File: src/rtl/servo_cmd_if.sv
// Command handshake bundle for servo_angle_ramp.
// Unsigned command value and channel index, valid/ready flow control.
interface servo_cmd_if;
    logic        cmd_valid;
    logic        cmd_ready;
    logic [2:0]  cmd_ch;
    logic [31:0] cmd_value;

    modport master (
        output cmd_valid,
        output cmd_ch,
        output cmd_value,
        input  cmd_ready
    );

    modport slave (
        input  cmd_valid,
        input  cmd_ch,
        input  cmd_value,
        output cmd_ready
    );
endinterface

File: src/rtl/servo_angle_ramp.sv
// Multi-channel servo angle generator: clamped command targets, optional slew.
// Define SERVO_RAMP_EN for 1-degree-per-tick ramping; otherwise angle follows target.
module servo_angle_ramp #(
    parameter int CHANNELS    = 4,
    parameter int STEP_DEG    = 10,
    parameter int MAX_ANGLE   = 180,
    parameter int ANGLE_W     = 9,
    parameter int RAMP_DIV    = 100000,
    parameter int RESET_ANGLE = 0
) (
    input  logic                        clk,
    input  logic                        rst,
    servo_cmd_if.slave                  cmd,
    output logic [CHANNELS*ANGLE_W-1:0] angle,
    output logic [CHANNELS-1:0]         busy,
    output logic                        err
);

    if (RAMP_DIV < 2 || CHANNELS < 1 || CHANNELS > 8 ||
        RESET_ANGLE > MAX_ANGLE || MAX_ANGLE >= (1 << ANGLE_W)) begin : g_bad_param
        $error("servo_angle_ramp: illegal parameter combination");
    end

    logic                s1_valid_q, s1_valid_d;
    logic [2:0]          s1_ch_q, s1_ch_d;
    logic [31:0]         s1_value_q, s1_value_d;
    logic [ANGLE_W-1:0]  target_q [CHANNELS];
    logic [ANGLE_W-1:0]  target_d [CHANNELS];
    logic [ANGLE_W-1:0]  angle_q  [CHANNELS];
    logic [ANGLE_W-1:0]  angle_d  [CHANNELS];
    logic [CHANNELS-1:0] busy_q, busy_d;
    logic                err_q, err_d;
    logic [39:0]         product;
    logic                ch_bad;
    logic                clamp;
    logic                accept;

    assign cmd.cmd_ready = !s1_valid_q && !rst;
    assign accept        = cmd.cmd_valid && cmd.cmd_ready;

    always_comb begin
        s1_valid_d = accept;
        s1_ch_d    = s1_ch_q;
        s1_value_d = s1_value_q;
        if (accept) begin
            s1_ch_d    = cmd.cmd_ch;
            s1_value_d = cmd.cmd_value;
        end
    end

    // 40-bit product so a full-scale 32-bit value can never wrap under the clamp
    always_comb begin
        product = 40'(s1_value_q) * 40'(STEP_DEG);
        ch_bad  = {1'b0, s1_ch_q} >= 4'(CHANNELS);
        clamp   = product > 40'(MAX_ANGLE);
        err_d   = s1_valid_q && (ch_bad || clamp);
        for (int n = 0; n < CHANNELS; n++) begin
            target_d[n] = target_q[n];
            if (s1_valid_q && !ch_bad && {1'b0, s1_ch_q} == 4'(n)) begin
                target_d[n] = clamp ? ANGLE_W'(MAX_ANGLE)
                                    : product[ANGLE_W-1:0];
            end
        end
    end

`ifdef SERVO_RAMP_EN
    localparam int CNT_W = $clog2(RAMP_DIV);

    logic [CNT_W-1:0] cnt_q, cnt_d;
    logic             tick;

    // Steps compare against the pre-write target; a same-cycle write lands next tick
    always_comb begin
        tick  = cnt_q == CNT_W'(RAMP_DIV - 1);
        cnt_d = tick ? '0 : cnt_q + CNT_W'(1);
        for (int n = 0; n < CHANNELS; n++) begin
            angle_d[n] = angle_q[n];
            busy_d[n]  = angle_q[n] != target_q[n];
            if (tick && angle_q[n] < target_q[n]) begin
                angle_d[n] = angle_q[n] + ANGLE_W'(1);
            end else if (tick && angle_q[n] > target_q[n]) begin
                angle_d[n] = angle_q[n] - ANGLE_W'(1);
            end
        end
    end

    always_ff @(posedge clk) begin
        if (rst) begin
            cnt_q <= '0;
        end else begin
            cnt_q <= cnt_d;
        end
    end
`else
    always_comb begin
        busy_d = '0;
        for (int n = 0; n < CHANNELS; n++) begin
            angle_d[n] = target_q[n];
        end
    end
`endif

    always_ff @(posedge clk) begin
        if (rst) begin
            s1_valid_q <= 1'b0;
            s1_ch_q    <= '0;
            s1_value_q <= '0;
            busy_q     <= '0;
            err_q      <= 1'b0;
            for (int n = 0; n < CHANNELS; n++) begin
                target_q[n] <= ANGLE_W'(RESET_ANGLE);
                angle_q[n]  <= ANGLE_W'(RESET_ANGLE);
            end
        end else begin
            s1_valid_q <= s1_valid_d;
            s1_ch_q    <= s1_ch_d;
            s1_value_q <= s1_value_d;
            busy_q     <= busy_d;
            err_q      <= err_d;
            for (int n = 0; n < CHANNELS; n++) begin
                target_q[n] <= target_d[n];
                angle_q[n]  <= angle_d[n];
            end
        end
    end

    always_comb begin
        angle = '0;
        for (int n = 0; n < CHANNELS; n++) begin
            angle[n*ANGLE_W +: ANGLE_W] = angle_q[n];
        end
    end

    assign busy = busy_q;
    assign err  = err_q;

endmodule

File: src/flat_wrapper.sv
// flat-port wrapper written by rule: the top's interface ports become plain ports
module servo_angle_ramp_flat 
#(
    parameter int CHANNELS    = 4,
    parameter int STEP_DEG    = 10,
    parameter int MAX_ANGLE   = 180,
    parameter int ANGLE_W     = 9,
    parameter int RAMP_DIV    = 100000,
    parameter int RESET_ANGLE = 0
)
  (clk, rst, angle, busy, err, cmd_cmd_valid, cmd_cmd_ch, cmd_cmd_value, cmd_cmd_ready);
  servo_cmd_if cmd_i ();
  input  logic clk;
  input  logic rst;
  output logic [CHANNELS*ANGLE_W-1:0] angle;
  output logic [CHANNELS-1:0] busy;
  output logic err;
  input wire logic [$bits(cmd_i.cmd_valid)-1:0] cmd_cmd_valid;
  input wire logic [$bits(cmd_i.cmd_ch)-1:0] cmd_cmd_ch;
  input wire logic [$bits(cmd_i.cmd_value)-1:0] cmd_cmd_value;
  output wire logic [$bits(cmd_i.cmd_ready)-1:0] cmd_cmd_ready;
  assign cmd_i.cmd_valid = cmd_cmd_valid;
  assign cmd_i.cmd_ch = cmd_cmd_ch;
  assign cmd_i.cmd_value = cmd_cmd_value;
  assign cmd_cmd_ready = cmd_i.cmd_ready;
  servo_angle_ramp #(.CHANNELS(CHANNELS), .STEP_DEG(STEP_DEG), .MAX_ANGLE(MAX_ANGLE), .ANGLE_W(ANGLE_W), .RAMP_DIV(RAMP_DIV), .RESET_ANGLE(RESET_ANGLE)) u_core (.clk(clk), .rst(rst), .cmd(cmd_i), .angle(angle), .busy(busy), .err(err));
endmodule
File: config.mk
export PLATFORM = sky130hd
export DESIGN_NAME = servo_angle_ramp_flat
export DESIGN_NICKNAME = d
export VERILOG_FILES = /design/src/rtl/servo_cmd_if.sv /design/src/rtl/servo_angle_ramp.sv /design/src/flat_wrapper.sv
export SDC_FILE = /design/constraint.sdc
export NUM_CORES = 1
export LEC_CHECK = 0
export ABC_AREA = 1
export BUFFER_PORTS_ARGS = -buffer_cell sky130_fd_sc_hd__buf_2
export CAP_MARGIN = 30
export CELL_PAD_IN_SITES_DETAIL_PLACEMENT = 0
export CELL_PAD_IN_SITES_GLOBAL_PLACEMENT = 1
export CORE_ASPECT_RATIO = 1.25
export CORE_MARGIN = 5
export CORE_UTILIZATION = 41
export DETAILED_ROUTE_END_ITERATION = 16
export PLACE_DENSITY = 0.84
export SYNTH_ARGS = -nofsm -noshare
export SYNTH_HDL_FRONTEND = slang
export SYNTH_SLANG_ARGS = --single-unit
File: constraint.sdc
create_clock -name clk -period 3.15 [get_ports clk]
set_input_delay 0.1575 -clock clk [delete_from_list [all_inputs] [get_ports clk]]
set_output_delay 0.1575 -clock clk [all_outputs]
set_load 0.1 [all_outputs]
[Yosys cells after proc, flatten, opt, wreduce, memory -nomap -nowiden]
Memory sizes are Yosys's and may differ from the RTL's.
Cells that the tools add are included.
Operators by class
  bitwise operators: 8
  magnitude comparators: 2
  reduce and logical (&&, ||, !) cells: 13
  equality and inequality tests: 3
  multipliers: 1
  mux-type cells: 16
Operators with widths (count)
  2-to-1 mux 9 bit: 13
  > comparator 36 x 8 -> 1 bit, second input constant: 1
  multiplier 32 x 3 -> 35 bit, second input constant: 1
  logical AND 1 bit: 8
  OR 1 bit: 8
  equality test 3 x 2 -> 1 bit, second input constant: 2
  equality test 3 x 1 -> 1 bit, second input constant: 1
  >= comparator 3 bit, second input constant: 1
  zero test 1 bit: 3
  zero test 3 bit: 1
  2-to-1 mux 1 bit: 3
  logical OR 1 bit: 1
Storage, ports and cells
  memory bits (writable): 72
  output and inout port bits: 42
  word-level logic and storage cells: 49
  input bits: 38
  register bits: 37
  memories kept: 2
Memory list
  u_core.angle_q: depth 4, bits a word 9, rd ports 4, clocked after memory_dff 0, write ports 4, RTL line servo_angle_ramp.sv:29  | logic [ANGLE_W-1:0] angle_q [CHANNELS];
  u_core.target_q: depth 4, bits a word 9, rd ports 4, clocked after memory_dff 0, write ports 4, RTL line servo_angle_ramp.sv:27  | logic [ANGLE_W-1:0] target_q [CHANNELS];

[Logic depth before layout (Yosys ltp)]
Gate-level depths: netlist (run 1).
  word-level depth: 6
  gate-level depth with buffers: 23
  depth with buffers taken out: 22

[Worst setup path before layout (run 1)]
No wires, ideal clock.
  kind: register -> register
  from: reg u_core.s1_value_q[1]
  to: mem u_core.target_q[1][5]
  setup slack: 0.386 ns
  period minus slack after synthesis: 2.764 ns
  data required time: 3.041 ns
  cell stages (with the launch flop): 24
  data arrival time: 2.655 ns
  cell sequence: dfxtp_1 -> ha_1 -> ha_1 -> inv_1 -> fa_1 -> inv_1 -> nand2_1 -> nand2_1 -> nand3_2 -> nand2_2 -> nand2_1 -> nand2_2 -> nand2_1 -> nand2_1 -> nand2_1 -> nand2_1 -> nand2_1 -> nor2_1 -> nand3_1 -> nor2_4 -> buf_6 -> nand3_1 -> nand2_1 -> inv_1
RTL lines
  start, declared: RTL line servo_angle_ramp.sv:26  | logic [31:0] s1_value_q, s1_value_d;
  start signal, assigned: RTL line servo_angle_ramp.sv:117  | s1_value_q <= s1_value_d;
  end, declared: RTL line servo_angle_ramp.sv:27

[Worst setup path in the final report (run 1)]
  from: reg u_core.s1_value_q[3]
  to: reg u_core.err_q, in the netlist u_core.err
Between the ends
  word-level cells in the longest chain between the ends: 4
RTL lines
  multiplier 32 x 3 -> 35 bit: RTL line servo_angle_ramp.sv:53  | product = 40'(s1_value_q) * 40'(STEP_DEG);
  > comparator 36 x 8 -> 1 bit: RTL line servo_angle_ramp.sv:55  | clamp = product > 40'(MAX_ANGLE);
  logical OR 1 bit: RTL line servo_angle_ramp.sv:56  | err_d = s1_valid_q && (ch_bad || clamp);
  logical AND 1 bit: RTL line servo_angle_ramp.sv:56
  end signal, assigned: RTL line servo_angle_ramp.sv:119  | err_q <= err_d;
  end, declared: RTL line servo_angle_ramp.sv:32  | logic err_q, err_d;
No other way between the ends.
A chain may end at the register's enable or synchronous reset.

==> flow_summary.yaml, run 1 <==
setup_path:
  cpMaxStageDelayCell: "dfxtp_4"
  max_stage_delay_ns: 0.36
  crit_fanout: 8
  crit_type: "reg2reg"
  worstPathArrival_ns: 3.23
  cp-start-kind: "flip-flop"
  critPathTopFamily: "simple AND/OR/NAND/NOR gates"
  cpMostUsedCell: "nand2_1"
  end_kind: "flip-flop"
  cp_cell_sequence: "ha_4, ha_4, inv_2, fa_2, inv_2, nand2_4, nand2_4, nand3_4, nand2_4, nand2_2, nand2_2, nand2_1, nand2_1, nand2_1, nor2_2, nand2_1, nor2_2, nand3_2, nor2_4, buf_12, buf_8, buf_4, a21oi_1"
  worstPathRequired_ns: 3.38
  crit_buf_inv: 5
logic_synthesis:
  syn_inst: 983
  ys_types: 32
  synth_top_flop_cell: "dfxtp_1"
  synth_area_um2: 6360
  yosysSeqAreaShare: 0.318
  syn_area_per_cell_um2: 6.47
  yosysWarnings: 0
  synth_seq_cells: 101
  synth_edf_count: 0
  synthArstFlopShare: 0
floorplan:
  rows: 51
  die_height_um: 149
  die_area_um2: 18100
  fp.dieW_um: 121
  initial_core_util: 0.412
  core_um2: 15400
  pin_count: 80
grt:
  grt_pass1_wl_mm: 27.0
  grt-ovfl-total: 0
  grt_max_degree: 69
  grt_pass1_vias: 5700
  grt_usage: 0.184
  grt_antenna_before_repair: 0
finish:
  final_common_cell: "nand2_1"
  drive_above_1_share: 0.193
  layout_common_cells: "nand2_1 (302), inv_1 (155), dfxtp_1 (92)"
  layout.nets: 1164
  area_growth_pct: 20.3
  antenna_cells: 0
clock_tree:
  clockBufferDepth: 2
  clock_latency_ns: 0.34
  clock_sinks: 101
  cts-root-buf: "clkbuf_16"
  cts_buffers: 9
  clk_pin_slew_ns: 0.07
  tritoncts: "built"
  htree_num_levels: 3
sta:
  max-slew-margin-rel: 0.439
  post-route-min-period_ns: 3.00
  drv_slew: 0
  hold_viol: 0
  worstMarginPinSlew_ns: 0.839
  fmax_ghz: 0.333
  finalSetupViolations: 0
  rsz0062_at_grt: "true"
  whs_ns: 0.0130
  period_share: 0.953
  skew_ns: 0.00672
routing:
  vias: 6029
  viasPerCell: 4.70
  routed_wl_mm: 16.5
  post_drt_wl_per_cell_um: 12.9
  firstDrtPassIters: 5
  drtIter0Drc: 442
  drc: 0
  drtAntennaViolNets: 0
power_and_ir_drop:
  share_seq_of_total_power: 0.433
  leakage_nw: 3.90
  p_sw_frac: 0.330
  power_density_nw_per_um2: 413
  power_mw: 3.16
  ir_worst_vdd_v: 0.000210
  cell_internal_pwr_mw: 2.12
  clkPwrFrac: 0.340
  pwr-share-comb: 0.227
  p_switching_mw: 1.04
place:
  port_buffers: 71
  dp_hpwl_mm: 13.1
  gp_congestion: 0.886
run_status:
  status: "finished clean"
min_path:
  hold_class: "in2reg"
run:
  maxCapViolCount: 0
-- repair_timing --
| item | in CTS | in global routing |
|---|---|---|
| setup buffers | 0 | 5 |
| hold buffers | 6 | 0 |
| gates resized for setup | 0 | 87 |
| endpoints found under the hold margin | 6 | 0 |
| setup endpoints to repair | 0 | 29 |
-- logic make-up after synthesis --
kind of cell | Yosys count | share of synthesized area
xor gates and xnor gates | 1 | 0.00138
buffers and inverters | 192 | 0.121
AOI/OAI and AO/OA | 103 | 0.0846
DFF | 101 | 0.318
adders and majority gates | 61 | 0.121
other | 1 | 0.000590
and+or+nand+nor | 524 | 0.353
-- cells in the mapped netlist (2+ instances only) --
master    number  area (um2)
nand3_1       57         285
inv_1        157         589
nand4_1       13        81.3
buf_4         10        75.1
a21oi_1       51         255
nor2_1        87         327
nand3b_1      13        97.6
buf_1          2        7.51
o31ai_1        5        37.5
o21bai_1       4        30.0
nor3_2         2        20.0
nand3_2        4        40.0
nor2_4         3        33.8
inv_2          3        11.3
clkbuf_1      16        60.1
nor2_2         8        50.1
ha_1          60         751
nor3_1         7        35.0
nor3b_1        2        15.0
nand2_2        9        56.3
dfxtp_1      101        2020
nand2_1      317        1190
o21ai_0       43         215
-- layout make-up --
cell class              count  area, um2
fillers                  1633       7790
inverters                 161        604
clock buffers               9        225
well taps                 212        265
repair buffers             95        588
multi-input cells         697       3860
flip-flops and latches    101       2040
clock inverters             7       67.6
-- sequential cells by signal (all words and copies together), names as in the netlist --
signal,count
u_core.target_q,32
u_core.s1_valid_q,1
u_core.err,1
u_core.s1_ch_q,3
u_core.angle_q,32
u_core.s1_value_q,32
-- per-stage QoR --
stage	cells	setup TNS, ns	cell area [um2]	worst slack [ns]	utilization
after detailed placement	1254	0	6950	0.0569	0.450
final	1282	0	7650	0.148	0.495
after CTS	1276	0	7300	0.0325	0.473
after global placement	1254	0	6950	0.133	0.450
after global routing	1282	-0.332	7650	-0.0497	0.495
after floorplan	990	0	6390	0.386	-
-- routing by layer --
metal  global-route usage  share of wire  vias up
met1                0.223           0.43     2691
met2                0.343           0.52       95
li1                     -              -     3221
met5                    0              0        -
met4               0.0504          0.018        0
met3               0.0197          0.029       22
-- power groups by stage --
stage / clock network [mW] / registers [mW] / logic (mW)
6_report: 1.08 / 1.37 / 0.717
5_1_grt: 1.15 / 1.38 / 0.808
4_1_cts: 1.11 / 1.37 / 0.671
3_5_place_dp: 0 / 1.40 / 0.661
3_3_place_gp: 0 / 1.40 / 0.660
2_1_floorplan: 0 / 1.43 / 0.461
-- final timing paths --
check	startpoint	endpoint	slack [ns]	depth (start not counted)
worst min register to register	u_core.target_q[1][3]	u_core.angle_q[1][3]	0.42	2
worst max register to register	u_core.s1_value_q[3]	u_core.err	0.15	23
worst min-delay path	cmd_cmd_value[2]	u_core.s1_value_q[2]	0.01	3
worst max-delay path	u_core.s1_value_q[3]	u_core.err	0.15	23
-- worst min-delay path, cell delays in order --
cell	delay, ns
buf_2	0.08
nand2_1	0.04
o21ai_0	0.05
Note: power is estimated with default switching activity, not from simulation.
==> run 2, diff against run 1 <==
--- a/config.mk
+++ b/config.mk
@@ -12,9 +12,9 @@
 export CELL_PAD_IN_SITES_GLOBAL_PLACEMENT = 1
 export CORE_ASPECT_RATIO = 1.25
 export CORE_MARGIN = 5
-export CORE_UTILIZATION = 41
+export CORE_UTILIZATION = 45
 export DETAILED_ROUTE_END_ITERATION = 16
-export PLACE_DENSITY = 0.84
+export PLACE_DENSITY = 0.91
 export SYNTH_ARGS = -nofsm -noshare
 export SYNTH_HDL_FRONTEND = slang
 export SYNTH_SLANG_ARGS = --single-unit
==> constraint.sdc (replaced) <==
create_clock -name clk -period 3.5 [get_ports clk]
set_input_delay 0.175 -clock clk [delete_from_list [all_inputs] [get_ports clk]]
set_output_delay 0.175 -clock clk [all_outputs]
set_load 0.1 [all_outputs]
==> run 2 against run 1 <==
Clock skew increased by 0.0011 ns. First-iteration DRC count decreased by 7.7%. Sequential share of layout area increased by 1.6 points. Maximum frequency decreased by 6.6%. Register-to-register slack improved by 0.14 ns. Non-clock buffer count decreased by 17. Hold slack improved by 0.013 ns. Wire length decreased by 4.2%. Count of clock-buffer cells in the layout unchanged. Worst setup slack improved by 0.14 ns. Global-route usage increased by 1.1 points. Final area decreased by 6.3%. Critical path type unchanged.
==> flow_summary.yaml, run 2 (synthesis results as in run 1) <==
finish:
  stdcell_area_um2: 7170
  area_growth_pct: 12.7
  fillCellCount: 1419
  layout.nets: 1147
  drive_above_1_share: 0.119
  layout_common_cells: "nand2_1 (317), inv_1 (157), dfxtp_1 (101)"
  reg_top3: "u_core.angle_q (32), u_core.s1_value_q (32), u_core.target_q (32)"
  antenna_cells: 0
  final_common_cell: "nand2_1"
power_and_ir_drop:
  power_mw: 2.84
  p_sw_frac: 0.316
  ir_worst_vdd_v: 0.000303
  cell_internal_pwr_mw: 1.94
  leakage_nw: 3.82
  power_density_nw_per_um2: 396
  share_seq_of_total_power: 0.434
  clkPwrFrac: 0.358
  p_switching_mw: 0.898
  pwr-share-comb: 0.207
sta:
  whs_ns: 0.0264
  drv_slew: 0
  finalSetupViolations: 0
  fmax_ghz: 0.311
  rsz0062_at_grt: "false"
  tns_ns: 0
  skew_ns: 0.00783
  post-route-min-period_ns: 3.21
  hold_viol: 0
  max-slew-margin-rel: 0.540
  period_share: 0.919
  worstMarginPinSlew_ns: 0.688
setup_path:
  crit_cells: 21
  cpMaxStageDelayCell: "fa_1"
  reg2regPathDepth: 21
  r2r_end: "u_core.target_q[2][3]"
  max_stage_delay_ns: 0.37
  worstPathArrival_ns: 3.48
  crit_buf_inv: 2
  crit_type: "reg2reg"
  cp_cell_sequence: "ha_1, ha_1, inv_1, fa_1, inv_1, nand2_1, nand2_1, nand3_2, nand2_2, nand2_1, nand2_2, nand2_1, nand2_1, nand2_1, nand2_1, nand2_1, nor2_1, nand2_1, nor2_1, nand4_1, a21oi_1"
  crit_fanout: 4
  worstPathRequired_ns: 3.77
  critPathTopFamily: "simple AND/OR/NAND/NOR gates"
  cpMostUsedCell: "nand2_1"
  end_kind: "flip-flop"
  reg2reg_from: "u_core.s1_value_q[1]"
  cp-start-kind: "flip-flop"
  reg2reg_slack_ns: 0.29
clock_tree:
  tritoncts: "built"
  clk_pin_slew_ns: 0.07
  clock_sinks: 101
  cts_buffers: 9
  clockBufferDepth: 2
  clock_latency_ns: 0.34
  hold_buffers: 0
  cts-root-buf: "clkbuf_16"
  htree_num_levels: 3
floorplan:
  core_um2: 13900
  die_area_um2: 16600
  die_height_um: 143
  rows: 48
  fp.dieW_um: 116
  initial_core_util: 0.458
  pin_count: 80
grt:
  grt_pass1_wl_mm: 26.1
  grt_antenna_before_repair: 0
  grt_pass1_vias: 5600
  grt_max_degree: 65
  grt-ovfl-total: 0
  grt_usage: 0.196
routing:
  drtIter0Drc: 408
  drtAntennaViolNets: 0
  firstDrtPassIters: 5
  post_drt_wl_per_cell_um: 12.9
  viasPerCell: 4.85
  drc: 0
  vias: 5953
  routed_wl_mm: 15.8
min_path:
  hold_class: "in2reg"
  hold_start: "cmd_cmd_value[25]"
  holdPathEnd: "u_core.s1_value_q[25]"
  holdPathStages: 3
place:
  port_buffers: 71
  gp_congestion: 0.893
  dp_hpwl_mm: 12.9
  place_area_um2: 6840
run:
  maxCapViolCount: 0
run_status:
  status: "finished clean"
run 2: cell count changes in the layout (fill, tap and decap cells not counted), sizes merged:
cell / delta
clkinvlp: +1
clkinv: -2
clkbuf: -1
buf: -10
dlygate4sd3: -6
bufinv: +1
run 2: metrics by stage:
step,utilization,instances,setup WS (ns)
2_1_floorplan,-,990,0.736
5_1_grt,0.517,1228,0.0339
4_1_cts,0.515,1227,0.242
6_report,0.517,1228,0.285
3_5_place_dp,0.493,1211,0.241
3_3_place_gp,0.493,1211,0.331
run 2: worst max-delay path by stage:
stage                         start               endpoint  slack (ns)
2_1_floorplan  u_core.s1_value_q[1]  u_core.target_q[1][5]        0.74
3_3_place_gp   u_core.s1_value_q[3]  u_core.target_q[0][5]        0.33
3_5_place_dp   u_core.s1_value_q[1]  u_core.target_q[0][5]        0.24
4_1_cts        u_core.s1_value_q[1]  u_core.target_q[0][5]        0.24
5_1_grt        u_core.s1_value_q[1]  u_core.target_q[3][6]        0.03
6_report       u_core.s1_value_q[1]  u_core.target_q[2][3]        0.29
run 2: area by class of cell:
class	instances	area (um2)	area share
Multi-Input combinational cell	697	3600	0.502
Timing Repair Buffer	78	420	0.0587
Inverter	161	604	0.0843
Tap cell	175	219	0.0306
Clock inverter	7	77.6	0.0108
Clock buffer	9	225	0.0314
Sequential cell	101	2020	0.282
run 2: routing by layer:
| metal | wire (um) | global-route usage | vias to the layer above |
|---|---|---|---|
| met1 | 6960 | 0.237 | 2626 |
| met5 | 0 | 0 | - |
| li1 | - | - | 3183 |
| met3 | 546 | 0.0263 | 18 |
| met4 | 219 | 0.0458 | 0 |
| met2 | 8070 | 0.361 | 126 |
run 2: worst register-to-register path: stages (launching register included):
cell and delay [ns]:
dfxtp_1 0.33, ha_1 0.29, ha_1 0.22, inv_1 0.07, fa_1 0.37, inv_1 0.08, nand2_1 0.07, nand2_1 0.12
nand3_2 0.09, nand2_2 0.10, nand2_1 0.09, nand2_2 0.08, nand2_1 0.07, nand2_1 0.06, nand2_1 0.05, nand2_1 0.06
nand2_1 0.04, nor2_1 0.16, nand2_1 0.08, nor2_1 0.18, nand4_1 0.29, a21oi_1 0.23
run 2: power groups by stage:
stage | combinational (mW) | sequential (mW) | clock (mW)
after floorplan | 0.415 | 1.29 | 0
after global placement | 0.589 | 1.26 | 0
after global routing | 0.668 | 1.24 | 1.09
after CTS | 0.593 | 1.23 | 1.04
after detailed placement | 0.588 | 1.26 | 0
final | 0.588 | 1.23 | 1.02
run 2: timing repair:
action / CTS / global route
gates resized for setup: 0 / 0
setup buffers: 0 / 1
endpoints found under the hold margin: 0 / 0
setup endpoints to repair: 0 / 7
